--- src/rtl/multicycle_ctrl_pkg.sv ---
// Shared encodings for the multicycle control sequencer: opcodes, funct
// codes, ALU operation codes, FSM states, error codes and the control bundle.
package multicycle_ctrl_pkg;

  localparam logic [5:0] OP_RFMT = 6'h00;
  localparam logic [5:0] OP_J    = 6'h02;
  localparam logic [5:0] OP_BEQ  = 6'h04;
  localparam logic [5:0] OP_BNE  = 6'h05;
  localparam logic [5:0] OP_ADDI = 6'h08;
  localparam logic [5:0] OP_LW   = 6'h23;
  localparam logic [5:0] OP_SW   = 6'h2B;

  localparam logic [5:0] FN_ADD = 6'h20;
  localparam logic [5:0] FN_SUB = 6'h22;
  localparam logic [5:0] FN_AND = 6'h24;
  localparam logic [5:0] FN_OR  = 6'h25;
  localparam logic [5:0] FN_NOR = 6'h27;
  localparam logic [5:0] FN_SLT = 6'h2A;

  localparam logic [3:0] ALU_AND = 4'd0;
  localparam logic [3:0] ALU_OR  = 4'd1;
  localparam logic [3:0] ALU_ADD = 4'd2;
  localparam logic [3:0] ALU_SUB = 4'd6;
  localparam logic [3:0] ALU_SLT = 4'd7;
  localparam logic [3:0] ALU_NOR = 4'd12;

  localparam logic [1:0] ERR_NONE    = 2'd0;
  localparam logic [1:0] ERR_OPCODE  = 2'd1;
  localparam logic [1:0] ERR_FUNCT   = 2'd2;
  localparam logic [1:0] ERR_TIMEOUT = 2'd3;

  typedef enum logic [3:0] {
    S_FETCH   = 4'd0,
    S_DECODE  = 4'd1,
    S_MEMADR  = 4'd2,
    S_MEMRD   = 4'd3,
    S_MEMWB   = 4'd4,
    S_MEMWR   = 4'd5,
    S_EXEC    = 4'd6,
    S_ALUWB   = 4'd7,
    S_ADDI_EX = 4'd8,
    S_ADDI_WB = 4'd9,
    S_BRANCH  = 4'd10,
    S_JUMP    = 4'd11,
    S_HALT    = 4'd12
  } state_t;

  // Every datapath select/enable driven by the sequencer, in one bundle.
  typedef struct packed {
    logic       pc_write;
    logic       pc_write_cond;
    logic       branch_ne;
    logic       iord;
    logic       mem_read;
    logic       mem_write;
    logic       ir_write;
    logic       mem_to_reg;
    logic       reg_dst;
    logic       reg_write;
    logic       alu_src_a;
    logic [1:0] alu_src_b;
    logic [3:0] alu_op;
    logic [1:0] pc_source;
    logic       retire;
  } ctrl_t;

endpackage

--- src/rtl/multicycle_ctrl_alu_funct_decode.sv ---
// R-format funct field to ALU operation decoder (purely combinational).
module alu_funct_decode
  import multicycle_ctrl_pkg::*;
(
  input  logic [5:0] i_funct,
  output logic [3:0] o_alu_op,
  output logic       o_illegal
);

  // Map funct to ALU op; unsupported codes raise the illegal flag
  always_comb begin
    o_alu_op  = ALU_ADD;
    o_illegal = 1'b0;
    case (i_funct)
      FN_ADD:  o_alu_op = ALU_ADD;
      FN_SUB:  o_alu_op = ALU_SUB;
      FN_AND:  o_alu_op = ALU_AND;
      FN_OR:   o_alu_op = ALU_OR;
      FN_NOR:  o_alu_op = ALU_NOR;
      FN_SLT:  o_alu_op = ALU_SLT;
      default: o_illegal = 1'b1;
    endcase
  end

endmodule

--- src/rtl/multicycle_ctrl.sv ---
// Multicycle MIPS-subset control sequencer. Walks each instruction through
// fetch/decode/execute/memory/write-back states and drives the datapath
// selects and enables. Memory uses a ready handshake with an optional
// timeout; illegal encodings and timeouts park the FSM in HALT until reset.
module multicycle_ctrl
  import multicycle_ctrl_pkg::*;
#(
  parameter int unsigned MEM_TIMEOUT = 255
) (
  input  logic       clock,
  input  logic       reset,
  input  logic [5:0] opcode,
  input  logic [5:0] funct,
  input  logic       zero,
  input  logic       mem_ready,
  output logic       pc_write,
  output logic       pc_write_cond,
  output logic       branch_ne,
  output logic       iord,
  output logic       mem_read,
  output logic       mem_write,
  output logic       ir_write,
  output logic       mem_to_reg,
  output logic       reg_dst,
  output logic       reg_write,
  output logic       alu_src_a,
  output logic [1:0] alu_src_b,
  output logic [3:0] alu_op,
  output logic [1:0] pc_source,
  output logic       halted,
  output logic [1:0] err_code,
  output logic       retire
);

  localparam int CNT_W = (MEM_TIMEOUT < 2) ? 1 : $clog2(MEM_TIMEOUT + 1);

  state_t           r_state;
  state_t           w_state_nxt;
  logic [1:0]       r_err;
  logic [1:0]       w_err_nxt;
  logic [CNT_W-1:0] r_wait;
  logic             r_quiet;
  ctrl_t            w_ctrl;
  ctrl_t            w_out;
  logic [3:0]       w_funct_op;
  logic             w_funct_bad;
  logic             w_mem_state;
  logic             w_waiting;
  logic             w_wait_last;
  logic             w_unused_zero;

  // The branch decision (zero ^ branch_ne) is resolved in the datapath.
  assign w_unused_zero = zero;

  alu_funct_decode u_funct_decode (
    .i_funct   (funct),
    .o_alu_op  (w_funct_op),
    .o_illegal (w_funct_bad)
  );

  // A wait cycle is one spent in a memory state without ready. The timeout
  // fires only when the count would reach the limit and ready is still low,
  // so a ready arriving on the limit cycle still completes the access.
  assign w_mem_state = (r_state == S_FETCH) || (r_state == S_MEMRD) ||
                       (r_state == S_MEMWR);
  assign w_waiting   = w_mem_state && !mem_ready && !r_quiet;
  assign w_wait_last = (MEM_TIMEOUT != 0) && w_waiting &&
                       (32'(r_wait) + 32'd1 == MEM_TIMEOUT);

  // Moore decode of controls per state plus next-state dispatch
  always_comb begin
    w_ctrl      = '0;
    w_state_nxt = r_state;
    w_err_nxt   = r_err;
    case (r_state)
      S_FETCH: begin
        w_ctrl.mem_read  = 1'b1;
        w_ctrl.alu_src_b = 2'd1;
        w_ctrl.alu_op    = ALU_ADD;
        if (mem_ready) begin
          w_ctrl.ir_write = 1'b1;
          w_ctrl.pc_write = 1'b1;
          w_state_nxt     = S_DECODE;
        end
      end
      S_DECODE: begin
        // ALU precomputes the branch target while the opcode is dispatched
        w_ctrl.alu_src_b = 2'd3;
        w_ctrl.alu_op    = ALU_ADD;
        case (opcode)
          OP_LW, OP_SW:   w_state_nxt = S_MEMADR;
          OP_RFMT:        w_state_nxt = S_EXEC;
          OP_BEQ, OP_BNE: w_state_nxt = S_BRANCH;
          OP_ADDI:        w_state_nxt = S_ADDI_EX;
          OP_J:           w_state_nxt = S_JUMP;
          default: begin
            w_state_nxt = S_HALT;
            w_err_nxt   = ERR_OPCODE;
          end
        endcase
      end
      S_MEMADR: begin
        w_ctrl.alu_src_a = 1'b1;
        w_ctrl.alu_src_b = 2'd2;
        w_ctrl.alu_op    = ALU_ADD;
        w_state_nxt      = (opcode == OP_LW) ? S_MEMRD : S_MEMWR;
      end
      S_MEMRD: begin
        w_ctrl.mem_read = 1'b1;
        w_ctrl.iord     = 1'b1;
        if (mem_ready) w_state_nxt = S_MEMWB;
      end
      S_MEMWB: begin
        w_ctrl.reg_write  = 1'b1;
        w_ctrl.mem_to_reg = 1'b1;
        w_ctrl.retire     = 1'b1;
        w_state_nxt       = S_FETCH;
      end
      S_MEMWR: begin
        w_ctrl.mem_write = 1'b1;
        w_ctrl.iord      = 1'b1;
        if (mem_ready) begin
          w_ctrl.retire = 1'b1;
          w_state_nxt   = S_FETCH;
        end
      end
      S_EXEC: begin
        w_ctrl.alu_src_a = 1'b1;
        w_ctrl.alu_op    = w_funct_op;
        if (w_funct_bad) begin
          w_state_nxt = S_HALT;
          w_err_nxt   = ERR_FUNCT;
        end else begin
          w_state_nxt = S_ALUWB;
        end
      end
      S_ALUWB: begin
        w_ctrl.reg_write = 1'b1;
        w_ctrl.reg_dst   = 1'b1;
        w_ctrl.retire    = 1'b1;
        w_state_nxt      = S_FETCH;
      end
      S_ADDI_EX: begin
        w_ctrl.alu_src_a = 1'b1;
        w_ctrl.alu_src_b = 2'd2;
        w_ctrl.alu_op    = ALU_ADD;
        w_state_nxt      = S_ADDI_WB;
      end
      S_ADDI_WB: begin
        w_ctrl.reg_write = 1'b1;
        w_ctrl.retire    = 1'b1;
        w_state_nxt      = S_FETCH;
      end
      S_BRANCH: begin
        w_ctrl.alu_src_a     = 1'b1;
        w_ctrl.alu_op        = ALU_SUB;
        w_ctrl.pc_write_cond = 1'b1;
        w_ctrl.branch_ne     = (opcode == OP_BNE);
        w_ctrl.pc_source     = 2'd1;
        w_ctrl.retire        = 1'b1;
        w_state_nxt          = S_FETCH;
      end
      S_JUMP: begin
        w_ctrl.pc_write  = 1'b1;
        w_ctrl.pc_source = 2'd2;
        w_ctrl.retire    = 1'b1;
        w_state_nxt      = S_FETCH;
      end
      S_HALT: begin
        w_state_nxt = S_HALT;
      end
      default: begin
        w_state_nxt = S_FETCH;
      end
    endcase
    if (w_wait_last) begin
      w_state_nxt = S_HALT;
      w_err_nxt   = ERR_TIMEOUT;
    end
    // The cycle after reset is silent: FETCH is held and no request issues
    if (r_quiet) w_state_nxt = S_FETCH;
  end

  assign w_out         = r_quiet ? '0 : w_ctrl;
  assign pc_write      = w_out.pc_write;
  assign pc_write_cond = w_out.pc_write_cond;
  assign branch_ne     = w_out.branch_ne;
  assign iord          = w_out.iord;
  assign mem_read      = w_out.mem_read;
  assign mem_write     = w_out.mem_write;
  assign ir_write      = w_out.ir_write;
  assign mem_to_reg    = w_out.mem_to_reg;
  assign reg_dst       = w_out.reg_dst;
  assign reg_write     = w_out.reg_write;
  assign alu_src_a     = w_out.alu_src_a;
  assign alu_src_b     = w_out.alu_src_b;
  assign alu_op        = w_out.alu_op;
  assign pc_source     = w_out.pc_source;
  assign retire        = w_out.retire;
  assign halted        = (r_state == S_HALT) && !r_quiet;
  assign err_code      = r_err;

  // State, sticky error code, memory wait counter and post-reset silence flag
  always_ff @(posedge clock) begin
    if (reset) begin
      r_state <= S_FETCH;
      r_err   <= ERR_NONE;
      r_wait  <= '0;
      r_quiet <= 1'b1;
    end else begin
      r_state <= w_state_nxt;
      r_err   <= w_err_nxt;
      r_wait  <= w_waiting ? r_wait + 1'b1 : '0;
      r_quiet <= 1'b0;
    end
  end

endmodule

--- config.mk ---
export PLATFORM = sky130hd
export DESIGN_NAME = multicycle_ctrl
export DESIGN_NICKNAME = d
export VERILOG_FILES = /design/src/rtl/multicycle_ctrl_pkg.sv /design/src/rtl/multicycle_ctrl_alu_funct_decode.sv /design/src/rtl/multicycle_ctrl.sv
export SDC_FILE = /design/constraint.sdc
export NUM_CORES = 1
export LEC_CHECK = 0
export CORE_ASPECT_RATIO = 0.75
export CORE_UTILIZATION = 50
export DETAILED_ROUTE_END_ITERATION = 8
export PLACE_DENSITY = 0.89
export SYNTH_ARGS = -nofsm -noshare
export SYNTH_HDL_FRONTEND = slang
export SYNTH_SLANG_ARGS = --single-unit
export TNS_END_PERCENT = 20
--- constraint.sdc ---
create_clock -name clock -period 4.14 [get_ports clock]
set_input_delay 0.621 -clock clock [delete_from_list [all_inputs] [get_ports clock]]
set_output_delay 0.621 -clock clock [all_outputs]
set_load 0.01 [all_outputs]
==> impl_results.md, run 1 <==
* Status: finished clean
* Post-layout nets at approximately 220
* Area Growth Syn to Fin at 30.2%
* CP Cell Sequence: nor2b_1, nand3_1, nor4_1, clkdlybuf4s50_1
* Die area at 2690 sq um
* Global-route wire length before repair at between 5000 and 6000 um
* Most numerous cell in the Yosys netlist: nor2_1
* Area share of the largest cell type after synthesis at between 20% and 30%
* Critical Path Source Type: flip-flop
* Pre-Repair DR Iteration Count at 4
* Vias in the first global route at about 1100
* Clock skew at ~16 ps
* Die Y-Extent at approximately 45 um
* Worst vdd ir at about 0.14 mV
* Antenna Cells at 0
* Worst skew pair latency at 290 ps
* Max transition margin at 56.0%
* Critical path required time at 3520 ps
* Max Cap Viol at 0
* CTS root buf: clkbuf_4
* Post-CTS sizing at 0
* Sum Neg Setup Slack at 0 ps
* Row Count at 15
* Routed length per instance at approximately 14 um
* GRT Overall Usage at about a quarter
* Buf+Inv Stages, Crit Path at 1
* Worst r2r src: r_state[1]$_SDFFE_PP0P_
* Hold Startpoint: r_wait[0]$_SDFF_PP0_
* CTS Sinks at 15
* Reg2reg setup slack at around 1500 ps
* Top post-synthesis cells by count: nor2_1, dfxtp_1, nand3_1
* Final setup fails at 0
* Post-Syn Area at about 1200 sq um
* Clock slew seen by the registers of the worst setup and hold paths at 100 ps
* Peak Freq at 0.329 GHz
* Main synth FF type: dfxtp_1
* Initial antenna violation count at 0
* Post-synth net total at 190
* YS warnings at 0
* CP max FO at 23
* Final total power at approximately 0.32 mW
* H-tree levels at 1
* Largest net degree at the start of global routing at 24
* Worst slew pin tran at between 600 and 700 ps
* Post-CTS Setup Inserts at 0
* WHS Endpoint: r_wait[0]$_SDFF_PP0_
* HP Class: flip-flop to flip-flop
* FF-to-FF End: r_state[2]$_SDFFE_PP0P_
* IO Pins at 39
* Pleak at between 0.5 and 0.6 nW
* Post-Route WL at approximately 3200 um
* Post-DP HPWL at between 2000 and 2500 um
* CTS max path bufs at 2
* Initial drt markers at 95
* Initial core utilization at between 50% and 60%
* Max incr delay on CP at 760 ps
* RD Place Congestion at slightly below 0.9
* CTS buffer count at 3
* Die W at 59.5 um
* Post-synthesis register bit count at 15
* Largest cells by area after synthesis: dfxtp_1, nor2_1, nand3_1, a21oi_1, xnor2_1
* Final Critical Period at 3040 ps
* Slowest CP cell: dfxtp_1
* Critical path type: flip-flop to output port
* Final period util at between 70% and 80%
* Hold Path Depth at 1
* Slew Limit Fails at 0
* Worst Reg2Reg Path Length in Cells at 5
* Worst EP arrival at 2420 ps
* Via count at roughly 1400
* Power Dens Cells at a little under 200 nW/um^2
* Hold Vio Cnt, Final at 0
* Drt drc at 0
* Count of unique library cells instantiated by Yosys at between 40 and 50
* Register area at approximately 300 sq um
* Final ANT Viol Nets at 0
* Hold_buf cts at 0
* Core Area at roughly 2300 sq um
* DR vias/cell at 6.00
* Crit-path leading delay family: simple AND/OR/NAND/NOR gates
* Cell taking the most area after synthesis: dfxtp_1
* Ys async rst share at 0%
* GRT Residual Overflow at 0
* RSZ-0062 raised after global routing: false
* Post-synth EDFFs at 0
* IO buf count at 37
* Worst setup EP type: output port
* Mean Syn Cell Area at about 7 sq um
* Ratio of cells with drive above 1 in the final layout at roughly 3.5%
* Footprint of the multi-input gates at 843 sq um
* Sequential-to-total area share from yosys stat at roughly 24%
* CTS tree: done
* Syn Inst Count at 172
* Number of fill cells at roughly 210
-- sequential cells by signal, summed over array words and instances (netlist names) --
register  flops
r_state       4
err_code      2
r_wait        8
r_quiet       1
-- cells in the final DEF, fill, tap and decap left out, drive strengths merged, types with 2 or more instances in the layout --
cell,n
or3,5
nand2,8
nor3b,2
o21a,3
a2111oi,2
o21bai,2
clkdlybuf4s50,37
nor3,8
nand3,10
o22a,2
nor2,25
a21oi,9
o21ai,5
nand2b,5
nand3b,2
a311oi,3
nand4b,2
xor2,4
clkbuf,3
ha,2
o211a,2
dfxtp,15
nor4,6
xnor2,5
a31oi,3
nor2b,2
inv,8
-- where the power goes --
part           switching (mW)  internal [mW]
clock                  0.0498         0.0368
sequential            0.00869          0.147
combinational          0.0352         0.0376
-- layout make-up --
type | count | share of cell area [%]
clock buffer | 3 | 1.39
tap | 34 | 2.63
multi-input combinational | 135 | 52.2
inverter | 8 | 1.86
timing repair buffer | 37 | 22.9
clock inverter | 1 | 0.464
sequential | 15 | 18.6
-- cell families after synthesis --
group                    synth area share, %
adder cells (fa/ha/maj)                 2.02
multiplexers                            1.71
AND/OR/NAND/NOR                         34.8
buffers and inverters                   7.86
flip-flops                              24.2
AO/OA/AOI/OAI                           23.1
XOR/XNOR                                6.35
-- worst max path at each step --
stage / cells after the start / to / startpoint / slack (ps)
floorplan: 6 / r_state[2]$_SDFFE_PP0P_ / opcode[2] / 2000
global placement: 7 / alu_op[1] / funct[5] / 1120
detailed placement: 7 / alu_op[1] / funct[5] / 1120
CTS: 4 / branch_ne / r_state[3]$_SDFFE_PP0P_ / 1100
global route: 4 / branch_ne / r_state[3]$_SDFFE_PP0P_ / 870
finish: 4 / branch_ne / r_state[3]$_SDFFE_PP0P_ / 1100
-- per-layer routing --
layer / global-route usage (%) / wire length [um]
met1: 36.0 / 1440
met2: 38.7 / 1500
met4: 1.40 / 0
met5: 0 / 0
met3: 4.30 / 220
-- stage by stage --
step	utilization (%)	worst slack (ps)	hold WS, ps	cell area [sq um]	cells
5_1_grt	69.5	866	546	1620	233
3_5_place_dp	68.2	1120	472	1590	229
2_1_floorplan	-	2000	441	1240	172
6_report	69.5	1100	494	1620	233
3_3_place_gp	68.2	1120	459	1590	229
4_1_cts	69.5	1100	496	1620	233
(Power assumes the default switching activity.)
==> run 2: changes to the inputs <==
CORE_UTILIZATION = 46   (was 50)
PLACE_DENSITY = 0.83   (was 0.89)
clock period = 3.1 ns   (was 4.14 ns; I/O delays follow)
==> impl_results.md, run 2 (synthesis gave the netlist of run 1 again) <==
* Post-CTS Setup Inserts at 0 (unchanged)
* Post-CTS sizing at 0 (unchanged)
* Final Non-Filler Cells at 235 (was 233)
* Critical Path Source Type: flip-flop (unchanged)
* Area Growth Syn to Fin at 31.1% (was 30.2%)
* CTS buffer count at 3 (unchanged)
* Number of fill cells at 192 (was 209)
* Initial drt markers at 132 (was 95)
* Vias in the first global route at 1170 (was 1116)
* Status: finished clean (unchanged)
* Critical path required time at 2630 ps (was 3520 ps)
* Post-Place Cell Area at 1600 sq um (was 1590 sq um)
* CTS root buf: clkbuf_4 (unchanged)
* Max Cap Viol at 0 (unchanged)
* Peak Freq at 0.352 GHz
* Post-Route WL at 3260 um (was 3160 um)
* Clock slew seen by the registers of the worst setup and hold paths at 80 ps (was 100 ps)
* Ratio of cells with drive above 1 in the final layout at 3.98% (was 3.52%)
* GRT Residual Overflow at 0 (unchanged)
* Max transition margin at 54.7% (was 56.0%)
* Worst EP arrival at 2380 ps (was 2420 ps)
* Footprint of the multi-input gates at 843 sq um (unchanged)
* Hold Startpoint: r_wait[0]$_SDFF_PP0_ (unchanged)
* Global-route wire length before repair at 5190 um (was 5070 um)
* H-tree levels at 1 (unchanged)
* Worst Reg2Reg Path Length in Cells at 5 (unchanged)
* Die area at 2910 sq um (was 2690 sq um)
* Critical path type: flip-flop to output port (unchanged)
* DR vias/cell at 5.90 (was 6.00)
* Final Critical Period at about 2800 ps
* Pleak at 0.569 nW (was 0.558 nW)
* Power Dens Cells at 254 nW/um^2 (was 195 nW/um^2)
* Top reg by flops: r_wait (unchanged)
* Worst skew pair latency at 270 ps (was 290 ps)
* Antenna Cells at 0 (unchanged)
* Final ANT Viol Nets at 0 (unchanged)
* Design area at 1630 sq um (was 1620 sq um)
* Die Y-Extent at 47.0 um (was 45.2 um)
* Hold_buf cts at 0 (unchanged)
* CTS max path bufs at 2 (unchanged)
* RD Place Congestion at 0.824 (was 0.885)
* Worst setup EP type: output port (unchanged)
* GRT Overall Usage at 24.1% (was 24.3%)
* Inst Count DP at 231 (was 229)
* Pre-Repair DR Iteration Count at 4 (unchanged)
* Worst r2r src: r_state[1]$_SDFFE_PP0P_ (unchanged)
* Die W at 62.0 um (was 59.5 um)
* Slew Limit Fails at 0 (unchanged)
* DP Worst Slack at 383 ps (was 1120 ps)
* Most frequent cells in the layout: clkdlybuf4s50_1, nor2_1, dfxtp_1, nand3_1, a21oi_1 (unchanged)
* WHS Endpoint: r_wait[0]$_SDFF_PP0_ (unchanged)
* Clock skew at 3.32 ps (was 15.5 ps)
* Hold Path Depth at 1 (unchanged)
* CTS tree: done (unchanged)
* IO Pins at 39 (unchanged)
* Routed length per instance at 13.9 um (was 13.6 um)
* Reg2reg setup slack at 540 ps (was 1540 ps)
* Sum Neg Setup Slack at 0 ps (unchanged)
* Final WS setup at 258 ps (was 1100 ps)
* Worst vdd ir at 0.162 mV (was 0.136 mV)
* CP max FO at 23 (unchanged)
* Largest net degree at the start of global routing at 24 (unchanged)
* CTS Sinks at 15 (unchanged)
* Via count at 1387 (was 1398)
* Post-layout nets at 220 (was 218)
* Initial core utilization at 51.3% (was 53.3%)
* HP Class: flip-flop to flip-flop (unchanged)
* Post-DP HPWL at 2520 um (was 2470 um)
* Final total power at 0.414 mW (was 0.315 mW)
* Initial antenna violation count at 0 (unchanged)
* IO buf count at 37 (unchanged)
* Register area at 300 sq um (unchanged)
* FF-to-FF End: r_state[2]$_SDFFE_PP0P_ (unchanged)
* Drt drc at 0 (unchanged)
* Max reg flops at 8 (unchanged)
* Worst slew pin tran at 679 ps (was 660 ps)
* Core Area at 2420 sq um (was 2330 sq um)
* Hold Vio Cnt, Final at 0 (unchanged)
* Most common cell after layout, fill and taps aside: clkdlybuf4s50_1 (unchanged)
* RSZ-0062 raised after global routing: false (unchanged)
* Row Count at 15 (unchanged)
* Final period util at around nine tenths
* Final setup fails at 0 (unchanged)
[run 2: area by class of cell]
cell class / count / share of cell area (%)
Clock buffer: 4 / 1.61
Inverter: 8 / 1.84
Multi-Input combinational cell: 135 / 51.8
Sequential cell: 15 / 18.4
Tap cell: 34 / 2.61
Timing Repair Buffer: 39 / 23.7
[run 2: power breakdown]
part           total (mW)  internal (mW)  switching [mW]
Combinational       0.102         0.0518          0.0497
Clock               0.106         0.0499          0.0564
Sequential          0.206          0.196         0.00953
[run 2: worst max-delay path by stage]
stage,start,endpoint,slack (ps)
floorplan,r_state[0]$_SDFFE_PP0P_,r_state[2]$_SDFFE_PP0P_,1090
global placement,opcode[3],branch_ne,420
detailed placement,opcode[3],branch_ne,380
CTS,r_state[3]$_SDFFE_PP0P_,branch_ne,250
global route,r_state[3]$_SDFFE_PP0P_,branch_ne,60
finish,r_state[3]$_SDFFE_PP0P_,branch_ne,260
[run 2: critical path: stages, from the launching register on]
cell and delay, ps:
dfxtp_1 760, nor2b_1 280, nand3_1 170, nor4_1 310, clkdlybuf4s50_1 580
[run 2: metrics by stage]
step                hold slack [ps]  utilization, %
floorplan                       441               -
global placement                460            66.1
detailed placement              467            66.1
CTS                             486            67.2
global route                    528            67.2
finish                          479            67.2
[run 2: per-layer routing]
metal / global-route usage (%) / wire length [um] / vias up
met3: 6.89 / 206 / 2
li1: - / - / 683
met1: 32.5 / 1490 / 648
met2: 38.7 / 1550 / 54
met4: 4.44 / 14 / 0
met5: 0 / 0 / -
==> run 3: changes to the inputs <==
TNS_END_PERCENT = not set   (was 20)
==> results of run 3 <==
The final DEF is identical to that of run 2; final timing and power are the same.
